--- src/rtl/io_controller.sv ---
// io_controller: IN/OUT unit for the single-cycle core.
// Debounced switch capture plus a sequential binary-to-BCD seven-segment driver.
module io_controller #(
    parameter int DATA_W       = 32,
    parameter int SW_W         = 16,
    parameter int DIGITS       = 8,
    parameter int DEBOUNCE_CYC = 4,
    parameter bit SIGNED_IN    = 1'b1
) (
    input  logic                CLK,
    input  logic                reset,
    input  logic                halt,
    input  logic                in_req,
    input  logic                out_req,
    input  logic [DATA_W-1:0]   out_data,
    input  logic [SW_W-1:0]     SW,
    input  logic                insert,
    output logic                stall,
    output logic                in_ack,
    output logic [DATA_W-1:0]   user_input,
    output logic                out_busy,
    output logic                out_ovf,
    output logic [7*DIGITS-1:0] hex
);

    localparam int NBCD  = (DATA_W * 302 + 999) / 1000 + 1;
    localparam int TOT   = (NBCD > DIGITS) ? NBCD : DIGITS;
    localparam int MSD_W = $clog2(NBCD + 1);
    localparam int CNT_W = (DATA_W > 1) ? $clog2(DATA_W) : 1;
    localparam int DB_W  = $clog2(DEBOUNCE_CYC + 1);

    localparam logic [6:0] SEG_BLANK = 7'b1111111;
    localparam logic [6:0] SEG_DASH  = 7'b0111111;
    localparam logic [7*DIGITS-1:0] HEX_RST =
        {{(7*DIGITS-7){1'b1}}, 7'b1000000};

    function automatic logic [6:0] seg7(input logic [3:0] d);
        logic [6:0] s;
        case (d)
            4'd0: s = 7'b1000000;
            4'd1: s = 7'b1111001;
            4'd2: s = 7'b0100100;
            4'd3: s = 7'b0110000;
            4'd4: s = 7'b0011001;
            4'd5: s = 7'b0010010;
            4'd6: s = 7'b0000010;
            4'd7: s = 7'b1111000;
            4'd8: s = 7'b0000000;
            4'd9: s = 7'b0010000;
            default: s = SEG_BLANK;
        endcase
        return s;
    endfunction

    // ---------------- insert conditioning ----------------
    logic            sync1_q, sync2_q;
    logic            db_q, db_d, db_prev_q;
    logic [DB_W-1:0] db_cnt_q, db_cnt_d;
    logic            ins_rise;

    always_comb begin
        db_d     = db_q;
        db_cnt_d = '0;
        if (sync2_q != db_q) begin
            if (db_cnt_q == DB_W'(DEBOUNCE_CYC - 1)) begin
                db_d = sync2_q;
            end else begin
                db_cnt_d = db_cnt_q + DB_W'(1);
            end
        end
    end

    assign ins_rise = db_q & ~db_prev_q;

    // ---------------- IN path ----------------
    typedef enum logic [1:0] {
        IN_IDLE,
        IN_WAIT_PRESS,
        IN_ACK,
        IN_WAIT_REL
    } in_state_e;

    in_state_e         in_state_q, in_state_d;
    logic              in_ack_q, in_ack_d;
    logic [DATA_W-1:0] user_input_q, user_input_d;
    logic [DATA_W-1:0] sw_ext;
    logic              ext_bit;
    logic              in_stall;

    always_comb begin
        ext_bit             = SIGNED_IN & SW[SW_W-1];
        sw_ext              = {DATA_W{ext_bit}};
        sw_ext[SW_W-1:0]    = SW;
    end

    always_comb begin
        in_state_d   = in_state_q;
        user_input_d = user_input_q;
        unique case (in_state_q)
            IN_IDLE: begin
                if (in_req && !halt) in_state_d = IN_WAIT_PRESS;
            end
            IN_WAIT_PRESS: begin
                if (halt || !in_req) begin
                    in_state_d = IN_IDLE;
                end else if (ins_rise) begin
                    in_state_d   = IN_ACK;
                    user_input_d = sw_ext;
                end
            end
            IN_ACK: begin
                in_state_d = IN_WAIT_REL;
            end
            IN_WAIT_REL: begin
                if (!db_q) in_state_d = IN_IDLE;
            end
            default: in_state_d = IN_IDLE;
        endcase
        in_ack_d = (in_state_d == IN_ACK);
    end

    // The instruction is held in every state except the commit cycle.
    assign in_stall = in_req & ~halt & (in_state_q != IN_ACK);

    // ---------------- OUT path ----------------
    typedef enum logic [1:0] {
        OUT_IDLE,
        OUT_CONV,
        OUT_DONE
    } out_state_e;

    out_state_e          out_state_q, out_state_d;
    logic                neg_q, neg_d;
    logic [DATA_W-1:0]   bin_q, bin_d;
    logic [4*NBCD-1:0]   bcd_q, bcd_d;
    logic [CNT_W-1:0]    cnt_q, cnt_d;
    logic                busy_q, busy_d;
    logic                ovf_q, ovf_d;
    logic [7*DIGITS-1:0] hex_q, hex_d;
    logic [DATA_W-1:0]   mag;
    logic [4*NBCD-1:0]   adj;

    assign mag = out_data[DATA_W-1] ? (~out_data + DATA_W'(1)) : out_data;

    always_comb begin
        adj = bcd_q;
        for (int i = 0; i < NBCD; i++) begin
            if (bcd_q[4*i +: 4] >= 4'd5) begin
                adj[4*i +: 4] = bcd_q[4*i +: 4] + 4'd3;
            end
        end
    end

    // Display image of the finished conversion.
    logic [4*TOT-1:0]    dig_all;
    logic [MSD_W-1:0]    msd;
    logic                disp_ovf;
    logic [7*DIGITS-1:0] disp;

    always_comb begin
        dig_all             = '0;
        dig_all[4*NBCD-1:0] = bcd_q;
        msd                 = '0;
        disp_ovf            = 1'b0;
        for (int i = 0; i < NBCD; i++) begin
            if (bcd_q[4*i +: 4] != 4'd0) begin
                msd = MSD_W'(i);
                if (i >= DIGITS) disp_ovf = 1'b1;
            end
        end
        if (neg_q && int'(msd) >= DIGITS - 1) disp_ovf = 1'b1;
        disp = '0;
        for (int k = 0; k < DIGITS; k++) begin
            if (disp_ovf) begin
                disp[7*k +: 7] = SEG_DASH;
            end else if (k <= int'(msd)) begin
                disp[7*k +: 7] = seg7(dig_all[4*k +: 4]);
            end else if (neg_q && k == int'(msd) + 1) begin
                disp[7*k +: 7] = SEG_DASH;
            end else begin
                disp[7*k +: 7] = SEG_BLANK;
            end
        end
    end

    always_comb begin
        out_state_d = out_state_q;
        neg_d       = neg_q;
        bin_d       = bin_q;
        bcd_d       = bcd_q;
        cnt_d       = cnt_q;
        hex_d       = hex_q;
        ovf_d       = ovf_q;
        unique case (out_state_q)
            OUT_IDLE: begin
                if (out_req && !halt) begin
                    out_state_d = OUT_CONV;
                    neg_d       = out_data[DATA_W-1];
                    bin_d       = mag;
                    bcd_d       = '0;
                    cnt_d       = '0;
                end
            end
            OUT_CONV: begin
                bcd_d = (adj << 1) | (4*NBCD)'(bin_q[DATA_W-1]);
                bin_d = bin_q << 1;
                cnt_d = cnt_q + CNT_W'(1);
                if (cnt_q == CNT_W'(DATA_W - 1)) out_state_d = OUT_DONE;
            end
            OUT_DONE: begin
                hex_d       = disp;
                ovf_d       = disp_ovf;
                out_state_d = OUT_IDLE;
            end
            default: out_state_d = OUT_IDLE;
        endcase
        busy_d = (out_state_d != OUT_IDLE);
    end

    // ---------------- state ----------------
    always_ff @(posedge CLK) begin
        if (reset) begin
            sync1_q      <= 1'b0;
            sync2_q      <= 1'b0;
            db_q         <= 1'b0;
            db_prev_q    <= 1'b0;
            db_cnt_q     <= '0;
            in_state_q   <= IN_IDLE;
            in_ack_q     <= 1'b0;
            user_input_q <= '0;
            out_state_q  <= OUT_IDLE;
            neg_q        <= 1'b0;
            bin_q        <= '0;
            bcd_q        <= '0;
            cnt_q        <= '0;
            busy_q       <= 1'b0;
            ovf_q        <= 1'b0;
            hex_q        <= HEX_RST;
        end else begin
            sync1_q      <= insert;
            sync2_q      <= sync1_q;
            db_q         <= db_d;
            db_prev_q    <= db_q;
            db_cnt_q     <= db_cnt_d;
            in_state_q   <= in_state_d;
            in_ack_q     <= in_ack_d;
            user_input_q <= user_input_d;
            out_state_q  <= out_state_d;
            neg_q        <= neg_d;
            bin_q        <= bin_d;
            bcd_q        <= bcd_d;
            cnt_q        <= cnt_d;
            busy_q       <= busy_d;
            ovf_q        <= ovf_d;
            hex_q        <= hex_d;
        end
    end

    assign stall      = in_stall | (out_req & (out_state_q != OUT_IDLE));
    assign in_ack     = in_ack_q;
    assign user_input = user_input_q;
    assign out_busy   = busy_q;
    assign out_ovf    = ovf_q;
    assign hex        = hex_q;

endmodule

--- config.mk ---
export PLATFORM = sky130hd
export DESIGN_NAME = io_controller
export DESIGN_NICKNAME = d
export VERILOG_FILES = /design/src/rtl/io_controller.sv
export SDC_FILE = /design/constraint.sdc
export NUM_CORES = 1
export LEC_CHECK = 0
export ABC_CLOCK_PERIOD_IN_PS = 3300
export CAP_MARGIN = 20
export CORE_AREA = 2 2 158 191
export DETAILED_ROUTE_END_ITERATION = 16
export DIE_AREA = 0 0 160 193
export PLACE_DENSITY_LB_ADDON = 0.1
export RECOVER_POWER = 25
export SLEW_MARGIN = 20
export SYNTH_ARGS = -nofsm -noshare
export SYNTH_HDL_FRONTEND = slang
export SYNTH_SLANG_ARGS = --single-unit
--- constraint.sdc ---
create_clock -name CLK -period 3.3 [get_ports CLK]
set_clock_uncertainty 0.15 [all_clocks]
set_input_delay 0.33 -clock CLK [delete_from_list [all_inputs] [get_ports CLK]]
set_output_delay 0.33 -clock CLK [all_outputs]
set_load 0.1 [all_outputs]
==> metrics.yaml, run 1 <==
outcome: "complete, no violations"
cp.arrival_ns: 3.30
drive_above_1_share_pct: 9.66
cts_tree: "yes"
critPathSlowestCell: "or3b_2"
vdd_drop_max_uv: 314
crit_required_ns: 3.61
synth_area_leader_cell: "dfxtp_1"
clock_power_share_pct: 49.2
setup.worst_path.start_class: "register"
ys_seq_area_share_pct: 41.1
crit_chain: "inv_1, ha_1, or3b_2, a311oi_1, nor3_1, or2_2, o21ai_1, o22a_1"
switching_share_pct: 21.9
worstSetupPathType: "reg2reg"
holdCritPathClass: "in2reg"
diodes: 0
yosys-top-cells-count: "224 x dfxtp_1, 139 x nor2_1, 73 x ha_1"
synth.most_common_cell: "dfxtp_1"
synth.area.top_cells: "dfxtp_1 41%, ha_1 8.4%, nor2_1 4.8%, xnor2_1 2.6%, a222oi_1 2.6%"
finalSetupViolCount: 0
dp_hpwl_um: 20200
grt_pass1_wl_um: 45000
synth_top_area_share_pct: 41.1
critPathMaxFanout: 6
vias: 9558
power_mw: 6.14
rows: 69
fmax_ghz: 0.334
initial_utilization_pct: 37.4
final.setup.tns_ns: 0
end_kind: "register"
rsz0062_at_grt: "false"
ys_warn_count: 0
path_clk_slew_ns: 0.06
finalHoldViolations: 0
clock_latency_ns: 0.52
max_stage_delay_ns: 0.49
grt_pass1_vias: 8892
internal-power_mw: 4.79
maxSlewHeadroom_pct: 1.58
htreeDepth: 1
drt_iter0_markers: 558
multiInputGateArea_um2: 5820
tightestPinTransition_ns: 1.48
fin_nets: 1496
synth_flop_cell: "dfxtp_1"
synth_cell_types: 66
min_period_ns: 2.99
drv_slew: 0
ctsResizeCount: 0
grt_overflow: 0
fin_crit_sh_pct: 90.6
fill_cells: 2950
portBuffers: 145
cts_hold_buf: 0
syn_to_final_growth_pct: 25.5
syn_area_per_cell_um2: 8.85
async_reset_ff_share_pct: 0
fp.coreArea_um2: 29200
seq_area_um2: 4480
p_per_area_nw_per_um2: 448
cts_setup_buffers: 0
p_comb_share_pct: 6.0
detail_route.wl_per_cell_um: 15.8
clockRootBuffer: "clkbuf_16"
pin_count: 146
cap_viol_max_count: 0
p_leak_nw: 5.37
grt_usage_pct: 17.5
drtAntennaViolNets: 0
grt_antenna_before_repair: 0
cts.sinks: 224
synth-seq-cells: 224
cts_made_buffers: 25
worst_slack_ns: 0.310
dieArea_um2: 30900
wl_um: 28100
dieHeight_um: 193
drt-pass1-iter-count: 9
synth_edf_count: 0
share_seq_of_total_power_pct: 44.8
drc: 0
p_switching_mw: 1.34
synth_cells: 1234
pre_cts_ws_ns: 0.189
syn_nets: 1361
cts_buffer_depth: 3
place_congestion: 0.864
viasPerCell: 5.38
grt_max_degree: 78
die_w_um: 160
syn_area_um2: 10900
## final timing paths
kind,from,end,slack [ns],depth (start not counted)
worst max-delay path,bcd_q[12]$_SDFFE_PP0P_,hex[8]$_SDFFE_PP1N_,0.31,8
worst min-delay path,insert,sync1_q$_SDFF_PP0_,0.22,2
worst max register to register,bcd_q[12]$_SDFFE_PP0P_,hex[8]$_SDFFE_PP1N_,0.31,8
worst min register to register,db_cnt_q[0]$_SDFF_PP0_,db_cnt_q[0]$_SDFF_PP0_,0.27,1
## worst max-delay path, delay by kind of cell, from the launching register on
kind            cells  cell delay, ns
compound gates      3            1.14
fa+ha+maj           1            0.23
buf+inv             1            0.08
flops               1            0.35
simple gates        3            0.96
## metrics by stage
step | instance area (um2) | util, % | cells | hold slack, ns
after floorplan | 10900 | - | 1234 | 0.249
after global placement | 12800 | 44.0 | 1732 | 0.260
after detailed placement | 12800 | 44.0 | 1732 | 0.265
after CTS | 13700 | 47.1 | 1777 | 0.0589
after global routing | 13700 | 47.0 | 1777 | 0.223
final | 13700 | 47.0 | 1777 | 0.219
## per-layer routing
layer,track usage (%),wire (um),share of wire [%],vias to the layer above
li1,-,-,-,4776
met1,21.5,12500,44,4494
met2,31.4,13500,48,243
met3,2.84,1400,5.0,45
met4,5.37,673,2.4,0
met5,0,0,0,-
## layout by cell type, fill, tap and decap left out, types with 16 or more instances in the layout
cell,Yosys,layout
a211oi_1,22,22
a21oi_1,43,43
a222oi_1,28,28
a22oi_1,21,21
a31oi_1,16,16
buf_4,16,59
clkbuf_1,64,16
clkbuf_16,0,25
clkdlybuf4s50_1,0,122
dfxtp_1,224,224
ha_1,73,73
inv_1,60,60
mux2i_1,27,27
nand2_1,67,67
nand2b_1,17,17
nand3_1,29,29
nor2_1,139,139
nor3_1,36,35
nor4_1,24,24
o21ai_0,55,55
o22a_1,19,19
o22ai_1,26,26
or3_1,19,19
xnor2_1,33,33
## layout make-up
| cell class | instances | area share (%) |
|---|---|---|
| clock inverters | 10 | 1.32 |
| well taps | 390 | 3.56 |
| flip-flops and latches | 224 | 32.7 |
| clock buffers | 35 | 5.28 |
| multi-input cells | 860 | 42.5 |
| repair buffers | 198 | 13.0 |
| inverters | 60 | 1.64 |
## power by group through the flow
| stage | Clock (mW) | Sequential, mW | Combinational [mW] |
|---|---|---|---|
| 3_5_place_dp | 0 | 2.81 | 0.376 |
| 4_1_cts | 3.12 | 2.75 | 0.378 |
| 6_report | 3.02 | 2.75 | 0.369 |
| 3_3_place_gp | 0 | 2.81 | 0.375 |
| 5_1_grt | 3.22 | 2.75 | 0.401 |
| 2_1_floorplan | 0 | 2.81 | 0.206 |
## logic make-up (layout without fill, tap and decap cells)
| group | Yosys count | after routing | share of synthesized area, % |
|---|---|---|---|
| AND/OR/NAND/NOR | 399 | 399 | 18.0 |
| AO/OA/AOI/OAI | 323 | 323 | 21.3 |
| flip-flops | 224 | 224 | 41.1 |
| buffers and inverters | 150 | 303 | 5.80 |
| adder cells (fa/ha/maj) | 73 | 73 | 8.36 |
| XOR/XNOR | 37 | 37 | 2.97 |
| multiplexers | 28 | 28 | 2.58 |
Power figures use the tool's default switching activity.
==> inputs of run 2 (changes only) <==
--- a/config.mk
+++ b/config.mk
@@ -12,6 +12,7 @@
 export DIE_AREA = 0 0 160 193
 export PLACE_DENSITY_LB_ADDON = 0.1
 export RECOVER_POWER = 25
+export SETUP_SLACK_MARGIN = 0.15
 export SLEW_MARGIN = 20
 export SYNTH_ARGS = -nofsm -noshare
 export SYNTH_HDL_FRONTEND = slang
==> run 2 against run 1 <==
  * Critical path depth stayed put
  * Flip-flop and latch count stayed put
  * Count of clock-buffer cells in the layout stayed put
  * Combinational power hardly changed
  * Worst hold slack hardly changed
  * Non-clock buffer count stayed put
  * Highest routed layer unchanged
  * Die area stayed put
  * Routed wire length is 0.13% lower
==> metrics.yaml, run 2 (synthesized netlist as in run 1, its figures left out) <==
fin_crit_sh_pct: 89.8  # -0.84 points
fp.coreArea_um2: 29200  # unchanged
viasPerCell: 5.38  # about the same
critPathMaxFanout: 6  # unchanged
dieArea_um2: 30900  # unchanged
path_clk_slew_ns: 0.06  # about the same
diodes: 0  # unchanged
crit_required_ns: 3.61  # about the same
htreeDepth: 1  # unchanged
grt_overflow: 0  # unchanged
p_leak_nw: 5.39  # +0.26%
r2r_cells: 8  # unchanged
grt_pass1_wl_um: 45000  # unchanged
r2r_slack_ns: 0.34  # +0.03 ns
cts.sinks: 224  # unchanged
clock_latency_ns: 0.52  # about the same
cp.arrival_ns: 3.27  # -0.03 ns
cap_viol_max_count: 0  # unchanged
syn_to_final_growth_pct: 25.7
fin_nets: 1496  # unchanged
clockRootBuffer: "clkbuf_16"
wl_um: 28000  # -0.13%
place_inst: 1732  # unchanged
final_cells: 1777  # unchanged
place_congestion: 0.864  # unchanged
tightestPinTransition_ns: 1.46  # -0.0179 ns
final_common_cell: "dfxtp_1"
p_per_area_nw_per_um2: 447  # about the same
detail_route.wl_per_cell_um: 15.8  # -0.13%
die_w_um: 160  # unchanged
final_util_pct: 47.0  # +0.056 points
cts_made_buffers: 25  # unchanged
outcome: "complete, no violations"
dieHeight_um: 193  # unchanged
worstSetupPathType: "reg2reg"
fmax_ghz: 0.338  # +0.93%
end_kind: "register"
finalSetupViolCount: 0  # unchanged
rr_startpoint: "bcd_q[12]$_SDFFE_PP0P_"
grt_max_degree: 78  # unchanged
rows: 69  # unchanged
finalHoldViolations: 0  # unchanged
holdCritPathClass: "in2reg"
cts_setup_buffers: 0  # unchanged
grt_antenna_before_repair: 0  # unchanged
final.setup.tns_ns: 0  # unchanged
timing.rr.end: "hex[8]$_SDFFE_PP1N_"
hold_ws_ns: 0.218  # -0.000260 ns
min_to: "sync1_q$_SDFF_PP0_"
grt_usage_pct: 17.5  # unchanged
power_mw: 6.14  # about the same
pin_count: 146  # unchanged
drt-pass1-iter-count: 5  # -4
drt_iter0_markers: 565  # +1.3%
holdPathStages: 2  # unchanged
cts_buffer_depth: 3  # unchanged
mostFrequentLayoutCells: "224 x dfxtp_1, 139 x nor2_1, 122 x clkdlybuf4s50_1, 73 x ha_1, 67 x nand2_1"
grt_pass1_vias: 8892  # unchanged
hold_start: "insert"
cts_tree: "yes"
drive_above_1_share_pct: 9.95  # +0.29 points
vias: 9555  # -0.031%
portBuffers: 145  # unchanged
vdd_drop_max_uv: 314  # -0.12%
drc: 0  # unchanged
initial_utilization_pct: 37.4  # unchanged
drtAntennaViolNets: 0  # unchanged
min_period_ns: 2.96  # -0.0277 ns
dp_hpwl_um: 20200  # unchanged
rsz0062_at_grt: "false"
setup.worst_path.start_class: "register"
maxSlewHeadroom_pct: 2.78  # +1.2 points
drv_slew: 0  # unchanged
==> run 2: worst max-delay path by stage <==
stage / end / slack, ns / cells after the start / from
floorplan: register / 0.46 / 12 / out_state_q[0]$_SDFF_PP0_
global placement: bin_q[25]$_SDFFE_PP0P_ / 0.23 / 7 / out_data[10]
detailed placement: bin_q[25]$_SDFFE_PP0P_ / 0.19 / 7 / out_data[10]
CTS: hex[8]$_SDFFE_PP1N_ / 0.33 / 8 / bcd_q[12]$_SDFFE_PP0P_
global route: register / 0.14 / 10 / out_state_q[0]$_SDFF_PP0_
finish: hex[8]$_SDFFE_PP1N_ / 0.34 / 8 / bcd_q[12]$_SDFFE_PP0P_
==> run 2: report_power, final <==
| part | leakage (nW) | total, mW | internal [mW] | switching (mW) |
|---|---|---|---|---|
| Combinational | 3.14 | 0.371 | 0.152 | 0.219 |
| Clock | 0.443 | 3.02 | 1.91 | 1.11 |
| Sequential | 1.81 | 2.75 | 2.73 | 0.0166 |
| Total | 5.39 | 6.14 | 4.80 | 1.34 |
==> run 2: layout make-up <==
type | instances | area [um2]
Clock buffer | 35 | 723
Clock inverter | 10 | 181
Fill cell | 2950 | 15500
Inverter | 60 | 225
Multi-Input combinational cell | 860 | 5830
Sequential cell | 224 | 4480
Tap cell | 390 | 488
Timing Repair Buffer | 198 | 1790
==> run 2: worst max-delay path, cell delays in order, from the launching register on <==
cell	delay, ns
dfxtp_1	0.35
inv_1	0.08
ha_1	0.23
or3b_2	0.49
a311oi_1	0.43
nor3_1	0.12
or2_2	0.34
o21ai_1	0.48
o22a_1	0.23
==> run 2: metrics by stage <==
step / area (um2) / setup WS, ns
final: 13700 / 0.337
after global routing: 13700 / 0.141
after CTS: 13700 / 0.334
after detailed placement: 12800 / 0.189
after global placement: 12800 / 0.229
after floorplan: 10900 / 0.461
==> run 2: repair_timing <==
item                       in CTS  in global routing
hold buffers                    0                  0
resized for setup               0                  2
setup endpoints to repair       0                  6
==> run 2: per-layer routing <==
metal  vias up  GRT usage (%)  share of wire (%)
li1       4778              -                  -
met2       252           31.4                 48
met3        47           2.84                5.3
met1      4478           21.5                 44
met5         -              0                  0
met4         0           5.37                2.4
